`src/rtl/pack_fifo_pkg.sv`:
```
// Shared helpers for the width up-converting FIFO: index/count widths and
// the legality check on the narrow/wide width pair.
package pack_fifo_pkg;

   function automatic int laneWidth(input int ratio);
      return (ratio > 2) ? $clog2(ratio) : 1;
   endfunction

   function automatic int addrWidth(input int depth);
      return (depth > 2) ? $clog2(depth) : 1;
   endfunction

   function automatic int countWidth(input int depth);
      return $clog2(depth + 1);
   endfunction

   function automatic bit widthsOk(input int inWidth, input int outWidth);
      return (inWidth > 0) && (outWidth % inWidth == 0) && (outWidth / inWidth >= 2);
   endfunction

endpackage

```
`src/rtl/pack_fifo_if.sv`:
```
// Handshake/data bundle of the packing FIFO; master is the user side,
// slave is the FIFO side.
interface pack_fifo_if #(
   parameter int InputWidth  = 8,
   parameter int OutputWidth = 64
);
   logic                   write_en_i;
   logic [InputWidth-1:0]  data_i;
   logic                   flush_i;
   logic                   read_en_i;
   logic [OutputWidth-1:0] data_o;
   logic                   valid_o;
   logic                   full_o;
   logic                   empty_o;
   logic                   partial_o;

   modport master (
      output write_en_i, data_i, flush_i, read_en_i,
      input  data_o, valid_o, full_o, empty_o, partial_o
   );

   modport slave (
      input  write_en_i, data_i, flush_i, read_en_i,
      output data_o, valid_o, full_o, empty_o, partial_o
   );
endinterface

```
`src/rtl/pack_fifo_lane_packer.sv`:
```
// Gathers narrow words into one wide word, lane 0 in the LSBs, and raises a
// same-cycle commit strobe when the word completes or is flushed.
module pack_fifo_lane_packer
   import pack_fifo_pkg::*;
#(
   parameter int InputWidth  = 8,
   parameter int OutputWidth = 64
) (
   input  logic                   clk_i,
   input  logic                   rst_ni,
   input  logic                   write_i,
   input  logic [InputWidth-1:0]  data_i,
   input  logic                   flush_i,
   output logic                   commit_o,
   output logic [OutputWidth-1:0] word_o,
   output logic                   partial_o
);
   localparam int Ratio     = OutputWidth / InputWidth;
   localparam int LaneWidth = laneWidth(Ratio);

   logic [LaneWidth-1:0]   lane_q, lane_d;
   logic [OutputWidth-1:0] acc_q, acc_d, merged;
   logic                   lastLane;

   // The word presented on commit already contains this cycle's narrow write.
   always_comb begin
      merged = acc_q;
      for (int k = 0; k < Ratio; k++) begin
         if (write_i && (lane_q == LaneWidth'(k))) begin
            merged[k*InputWidth +: InputWidth] = data_i;
         end
      end
   end

   assign lastLane  = (lane_q == LaneWidth'(Ratio - 1));
   assign commit_o  = (write_i && lastLane) || (flush_i && ((lane_q != '0) || write_i));
   assign word_o    = merged;
   assign partial_o = (lane_q != '0);

   always_comb begin
      lane_d = lane_q;
      acc_d  = acc_q;
      if (commit_o) begin
         lane_d = '0;
         acc_d  = '0;
      end else if (write_i) begin
         lane_d = lane_q + LaneWidth'(1);
         acc_d  = merged;
      end
   end

   always_ff @(posedge clk_i or negedge rst_ni) begin
      if (!rst_ni) begin
         lane_q <= '0;
         acc_q  <= '0;
      end else begin
         lane_q <= lane_d;
         acc_q  <= acc_d;
      end
   end

endmodule

```
`src/rtl/pack_fifo.sv`:
```
// Width up-converting FIFO: narrow writes are packed into wide words, held in a
// Depth-entry ring buffer and returned one wide word per accepted read.
module pack_fifo
   import pack_fifo_pkg::*;
#(
   parameter int InputWidth  = 8,
   parameter int OutputWidth = 64,
   parameter int Depth       = 16
) (
   input logic        clk_i,
   input logic        rst_ni,
   pack_fifo_if.slave bus
);
   localparam int AddrWidth  = addrWidth(Depth);
   localparam int CountWidth = countWidth(Depth);

   if (!widthsOk(InputWidth, OutputWidth)) begin : gBadWidths
      $error("pack_fifo: OutputWidth must be a multiple of InputWidth with ratio >= 2");
   end
   if (Depth < 2) begin : gBadDepth
      $error("pack_fifo: Depth must be at least 2");
   end

   logic [OutputWidth-1:0] store_q [Depth];
   logic [AddrWidth-1:0]   writePtr_q, writePtr_d, readPtr_q, readPtr_d;
   logic [CountWidth-1:0]  count_q, count_d;
   logic [OutputWidth-1:0] data_q, data_d, packedWord;
   logic                   valid_q, valid_d;
   logic                   full, empty, writeAccept, flushAccept, readAccept;
   logic                   commit, partial;

   assign full        = (count_q == CountWidth'(Depth));
   assign empty       = (count_q == '0);
   assign writeAccept = bus.write_en_i && !full;
   assign flushAccept = bus.flush_i && !full;
   assign readAccept  = bus.read_en_i && !empty;

   pack_fifo_lane_packer #(
      .InputWidth (InputWidth),
      .OutputWidth(OutputWidth)
   ) uPacker (
      .clk_i    (clk_i),
      .rst_ni   (rst_ni),
      .write_i  (writeAccept),
      .data_i   (bus.data_i),
      .flush_i  (flushAccept),
      .commit_o (commit),
      .word_o   (packedWord),
      .partial_o(partial)
   );

   // Explicit wrap so non-power-of-two depths never index past the last slot.
   function automatic logic [AddrWidth-1:0] nextPtr(input logic [AddrWidth-1:0] ptr);
      return (ptr == AddrWidth'(Depth - 1)) ? '0 : ptr + AddrWidth'(1);
   endfunction

   always_comb begin
      writePtr_d = writePtr_q;
      readPtr_d  = readPtr_q;
      count_d    = count_q;
      data_d     = data_q;
      valid_d    = readAccept;
      if (commit) begin
         writePtr_d = nextPtr(writePtr_q);
      end
      if (readAccept) begin
         readPtr_d = nextPtr(readPtr_q);
         data_d    = store_q[readPtr_q];
      end
      case ({commit, readAccept})
         2'b10:   count_d = count_q + CountWidth'(1);
         2'b01:   count_d = count_q - CountWidth'(1);
         default: count_d = count_q;
      endcase
   end

   always_ff @(posedge clk_i) begin
      if (commit) begin
         store_q[writePtr_q] <= packedWord;
      end
   end

   always_ff @(posedge clk_i or negedge rst_ni) begin
      if (!rst_ni) begin
         writePtr_q <= '0;
         readPtr_q  <= '0;
         count_q    <= '0;
         data_q     <= '0;
         valid_q    <= 1'b0;
      end else begin
         writePtr_q <= writePtr_d;
         readPtr_q  <= readPtr_d;
         count_q    <= count_d;
         data_q     <= data_d;
         valid_q    <= valid_d;
      end
   end

   assign bus.data_o    = data_q;
   assign bus.valid_o   = valid_q;
   assign bus.full_o    = full;
   assign bus.empty_o   = empty;
   assign bus.partial_o = partial;

endmodule

```
`src/flat_wrapper.sv`:
```
// flat-port wrapper written by rule: the top's interface ports become plain ports
module pack_fifo_flat import pack_fifo_pkg::*;
#(
   parameter int InputWidth  = 8,
   parameter int OutputWidth = 64,
   parameter int Depth       = 16
)
  (clk_i, rst_ni, bus_write_en_i, bus_data_i, bus_flush_i, bus_read_en_i, bus_data_o, bus_valid_o, bus_full_o, bus_empty_o, bus_partial_o);
  pack_fifo_if #(.InputWidth(InputWidth), .OutputWidth(OutputWidth)) bus_i ();
  input logic clk_i;
  input logic rst_ni;
  input wire logic [$bits(bus_i.write_en_i)-1:0] bus_write_en_i;
  input wire logic [$bits(bus_i.data_i)-1:0] bus_data_i;
  input wire logic [$bits(bus_i.flush_i)-1:0] bus_flush_i;
  input wire logic [$bits(bus_i.read_en_i)-1:0] bus_read_en_i;
  output wire logic [$bits(bus_i.data_o)-1:0] bus_data_o;
  output wire logic [$bits(bus_i.valid_o)-1:0] bus_valid_o;
  output wire logic [$bits(bus_i.full_o)-1:0] bus_full_o;
  output wire logic [$bits(bus_i.empty_o)-1:0] bus_empty_o;
  output wire logic [$bits(bus_i.partial_o)-1:0] bus_partial_o;
  assign bus_i.write_en_i = bus_write_en_i;
  assign bus_i.data_i = bus_data_i;
  assign bus_i.flush_i = bus_flush_i;
  assign bus_i.read_en_i = bus_read_en_i;
  assign bus_data_o = bus_i.data_o;
  assign bus_valid_o = bus_i.valid_o;
  assign bus_full_o = bus_i.full_o;
  assign bus_empty_o = bus_i.empty_o;
  assign bus_partial_o = bus_i.partial_o;
  pack_fifo #(.InputWidth(InputWidth), .OutputWidth(OutputWidth), .Depth(Depth)) u_core (.clk_i(clk_i), .rst_ni(rst_ni), .bus(bus_i));
endmodule
```
`config.mk`:
```
export PLATFORM = sky130hd
export DESIGN_NAME = pack_fifo_flat
export DESIGN_NICKNAME = d
export VERILOG_FILES = /design/src/rtl/pack_fifo_pkg.sv /design/src/rtl/pack_fifo_if.sv /design/src/rtl/pack_fifo_lane_packer.sv /design/src/rtl/pack_fifo.sv /design/src/flat_wrapper.sv
export SDC_FILE = /design/constraint.sdc
export NUM_CORES = 1
export LEC_CHECK = 0
export ABC_AREA = 1
export BUFFER_PORTS_ARGS = -buffer_cell sky130_fd_sc_hd__buf_4
export CAP_MARGIN = 20
export CORE_UTILIZATION = 35
export CTS_BUF_LIST = sky130_fd_sc_hd__clkbuf_4
export CTS_CLUSTER_SIZE = 14
export DETAILED_ROUTE_END_ITERATION = 6
export PLACE_DENSITY_LB_ADDON = 0.05
export SYNTH_ARGS = -nofsm -noshare
export SYNTH_HDL_FRONTEND = slang
export SYNTH_SLANG_ARGS = --single-unit
```
`constraint.sdc`:
```
create_clock -name clk_i -period 5.5 [get_ports clk_i]
set_clock_uncertainty 0.15 [all_clocks]
set_input_delay 0.55 -clock clk_i [delete_from_list [all_inputs] [get_ports clk_i]]
set_output_delay 0.55 -clock clk_i [all_outputs]
set_load 0.01 [all_outputs]
```
==> results.md <==
Routing:
- Wires add up to 148,000 um.
- In the routed design, unresolved DRC markers number 0.
- After detailed routing, the number of vias per cell comes to around 4.8.
- Once detail routing completed, the nets flagged for antenna violations numbered 0.
- The number of DRC markers in iteration 0 is approximately 2,400.
- The number of iterations in the first detailed-routing pass is 5.
- After detailed routing, the average wire length per cell comes to 21.6 um.
- The detailed-route via count is 32,600.

Pwr:
- The switching share of power is between 30% and 40%.
- The design draws 28,400 uW.
- For this design the ratio of total power to cell area is 513 nW/um^2.
- Across the VDD grid, the largest voltage drop is 433 uV.
- Of the total power, combinational logic draws 31.2%.
- The analysis attributes to cell leakage a power of 0.0233 uW.
- The net switching component of the power is roughly 11,000 uW.
- The power share of the sequential group is 39.8%.
- The clock network fraction of total power is between 20% and 30%.
- The internal power of the cells is 17,700 uW.

Clock tree:
- The tree is rooted in a clkbuf_4.
- The clock transition at the registers of the reported paths is roughly 60 ps.
- The later pin in the worst-skew pair is clocked with a latency of approximately 1300 ps.
- Post-CTS timing repair inserted 0 buffers for setup.
- For this design, the sink count on the clock tree is 1,169.
- In this run the number of H-tree levels came out at 5.
- The largest buffer count on any clock path is 4.
- The number of buffers added by the clock tree synthesis step is 346.
- TritonCTS built the clock tree.

Final layout:
- Once layout is complete, the utilization of the core stands at between 40% and 50%.
- The area growth from synthesis to layout is 14.7%.
- The top cell types in the final layout, fill and taps aside, are 2,144 x nand2_1, 1,024 x edfxtp_1, 547 x clkbuf_4.
- Leaving out fill and tap cells, the most frequent cell in the layout is nand2_1.
- Counting the fill cells in the layout gives 13,300.
- The post-route netlist has 14.5% of its cells at a drive strength greater than 1.
- The number of nets at the end of the flow is approximately 4,800.

Floorplan:
- The overall die width is 373 um.
- 81 I/O pins were placed.
- The floorplan step defined a die boundary enclosing ~140,000 sq um.
- The initialized floorplan defines 135 standard-cell rows.
- The placeable core region is approximately 140,000 sq um.
- The die height is 373 um.
- The effective utilization at floorplan is 35.4%.

Yosys:
- Sequential cells were found to cover 71.4% of the synthesized design area.
- Synthesis produced a netlist with a net count of 4,534.
- The post-synthesis instance area is 48,200 sq um.
- The post-synthesis cell type count is 30.
- The number of warning messages in the yosys log is 0.
- The mean cell area of the mapped netlist is 10.7 sq um.
- The number of storage elements in the synthesis netlist is 1,169.
- Synthesis produced a netlist whose cell count is 4,505.

GRT:
- In the global route stage, met2 resource usage came out at 32.5%.
- The total routing resource utilization after global routing is 21.3%.
- The first global-routing pass estimated 219,000 um of wire.
- Global routing used 5.26% of the available met3 tracks.
- The via count of the first global-routing pass was 32,900.
- The most crowded layer after global routing is met2.
- Summed over all layers, the global routing overflow is 0.
- For met1 alone, demand over resource in global routing was 29.7%.
- The initial antenna violation count came to 3.
- The pin count of the biggest net entering global routing is between 150 and 200.

Placed design:
- Before CTS, the worst setup slack after placement is 1940 ps.
- After legalization and detailed placement, the total HPWL measured roughly 77,000 um.
- The number of I/O port buffers is 80.
- The congestion estimate from routability-driven global placement came to 0.753.

Timing:
- The total count of max-transition violations in the final report was 0.
- For the pin with the worst max-slew slack, the measured transition is 1040 ps.
- The final setup TNS is 0 ps.
- The number of hold-slack violations in the final timing report came to 0.
- Setup repair after global routing left no endpoint under its margin.
- Headroom to the max-slew limit came out at between 30 and 40%.
- The maximum achievable frequency is 0.259 GHz.
- The clock period minus worst slack is ~3900 ps.
- The number of setup violations in the final report is 0.
- The portion of the clock cycle consumed by the worst path in the final layout is a little over two thirds.
- Once routing completed, OpenROAD measured the worst setup slack at 1640 ps.

Critical path:
- Of all nets on the critical path, the largest fanout is 11.
- The sort of element at the start of the critical path is a register.
- The arrival time of data at the critical path endpoint is 3160 ps.
- Counting both buffers and inverters, the worst setup path holds a total of 4.
- For this run, the slowest stage of the critical path takes roughly 590 ps.
- The largest individual stage delay along the critical path comes from the cell nor2_1.
- The top cell family by delay on the critical path is buffers and inverters.
- The critical path goes through inv_1, ha_1, inv_1, nor2_1, inv_1, buf_4.
- The critical setup path kind is register to output port.
- The required time at the worst-slack endpoint is 4800 ps.
- STA classifies the critical path endpoint as an output port.
- The cell type with the highest occurrence count on the critical path is inv_1.

Hold path:
- The worst min-delay path class is input pin to register.

Run status:
- The flow ran to the end, and the final reports show no timing, DRC or antenna violations.

Run:
- Across the run, the number of max-cap violations was 0.
-- power by group through the flow --
stage | clock, uW | combinational [uW] | sequential [uW]
floorplan | 0 | 5620 | 11400
global placement | 0 | 9040 | 11500
detailed placement | 0 | 9000 | 11500
CTS | 8550 | 9070 | 11300
global route | 9010 | 9980 | 11400
finish | 8240 | 8860 | 11300
-- final timing paths --
path,startpoint,endpoint,slack (ps),depth (start not counted)
min in group asynchronous,rst_ni,u_core.bus.data_o[15],250,4
max in group asynchronous,rst_ni,u_core.bus.data_o[48],4150,4
worst min register to register,u_core.uPacker.acc_q[62],u_core.uPacker.acc_q[62],340,2
worst max register to register,u_core.uPacker.lane_q[0],u_core.store_q[14][30],1900,7
worst min-delay path,bus_write_en_i,u_core.uPacker.lane_q[1],200,5
worst max-delay path,u_core.uPacker.lane_q[0],bus_partial_o,1640,6
-- state kept, by name (all words and copies together) (netlist names) --
register               flops
u_core.bus.data_o         64
u_core.bus.valid_o         1
u_core.uPacker.acc_q      64
u_core.count_q             5
u_core.readPtr_q           4
u_core.writePtr_q          4
u_core.uPacker.lane_q      3
u_core.store_q          1024
-- metrics by stage --
step / hold WS, ps / cells / area (sq um)
2_1_floorplan: 104 / 4505 / 48200
3_3_place_gp: 332 / 6194 / 50700
3_5_place_dp: 333 / 6196 / 50700
4_1_cts: 31.7 / 6816 / 55300
5_1_grt: 120 / 6817 / 55300
6_report: 195 / 6820 / 55300
-- metal layers --
layer	part of all wire, %	up-vias
met2	45	850
met1	47	15900
met3	5.8	197
met4	1.9	0
li1	-	15600
met5	0	-
-- cells by family after synthesis --
logic type	count (synthesis)	synth area share (%)
adder cells (fa/ha/maj)	16	0.431
AND/OR/NAND/NOR	2773	23.2
flip-flops	1169	71.4
buffers and inverters	526	4.69
XOR/XNOR	6	0.109
AO/OA/AOI/OAI	15	0.171
-- tightest hold or removal path, delay by kind of cell --
kind / cells / cell delay (ps)
compound gates: 1 / 60
simple gates: 2 / 190
buf+inv: 2 / 780
-- what timing repair did --
action | in CTS | in global routing
hold buffers | 17 | 0
gates resized for setup | 0 | 0
hold endpoints to repair | 268 | 0
-- synthesized netlist by cell type (all sizes together) --
cell type,instances,area (sq um)
a21boi,1,7.51
a21o,1,7.51
a21oi,1,5.00
a31oi,1,6.26
buf,177,951
clkbuf,53,199
clkinv,3,11.3
dfrtp,145,3630
edfxtp,1024,30700
fa,1,20.0
ha,15,188
inv,293,1100
nand2,2146,8060
nand3,471,2370
nand4,64,407
nor2,92,360
o21ai,10,50.0
o22ai,1,6.26
xnor2,1,8.76
xor2,5,43.8
-- final cells by class --
cell class,instances,area [sq um],area share [%]
diodes,4,10.0,0.0181
clock buffers,547,4110,7.43
clock inverters,56,240,0.435
inverters,296,1140,2.06
multi-input cells,2810,11700,21.1
flip-flops and latches,1169,34400,62.2
well taps,1781,2230,4.03
repair buffers,157,1470,2.67
(Power assumes the default switching activity.)
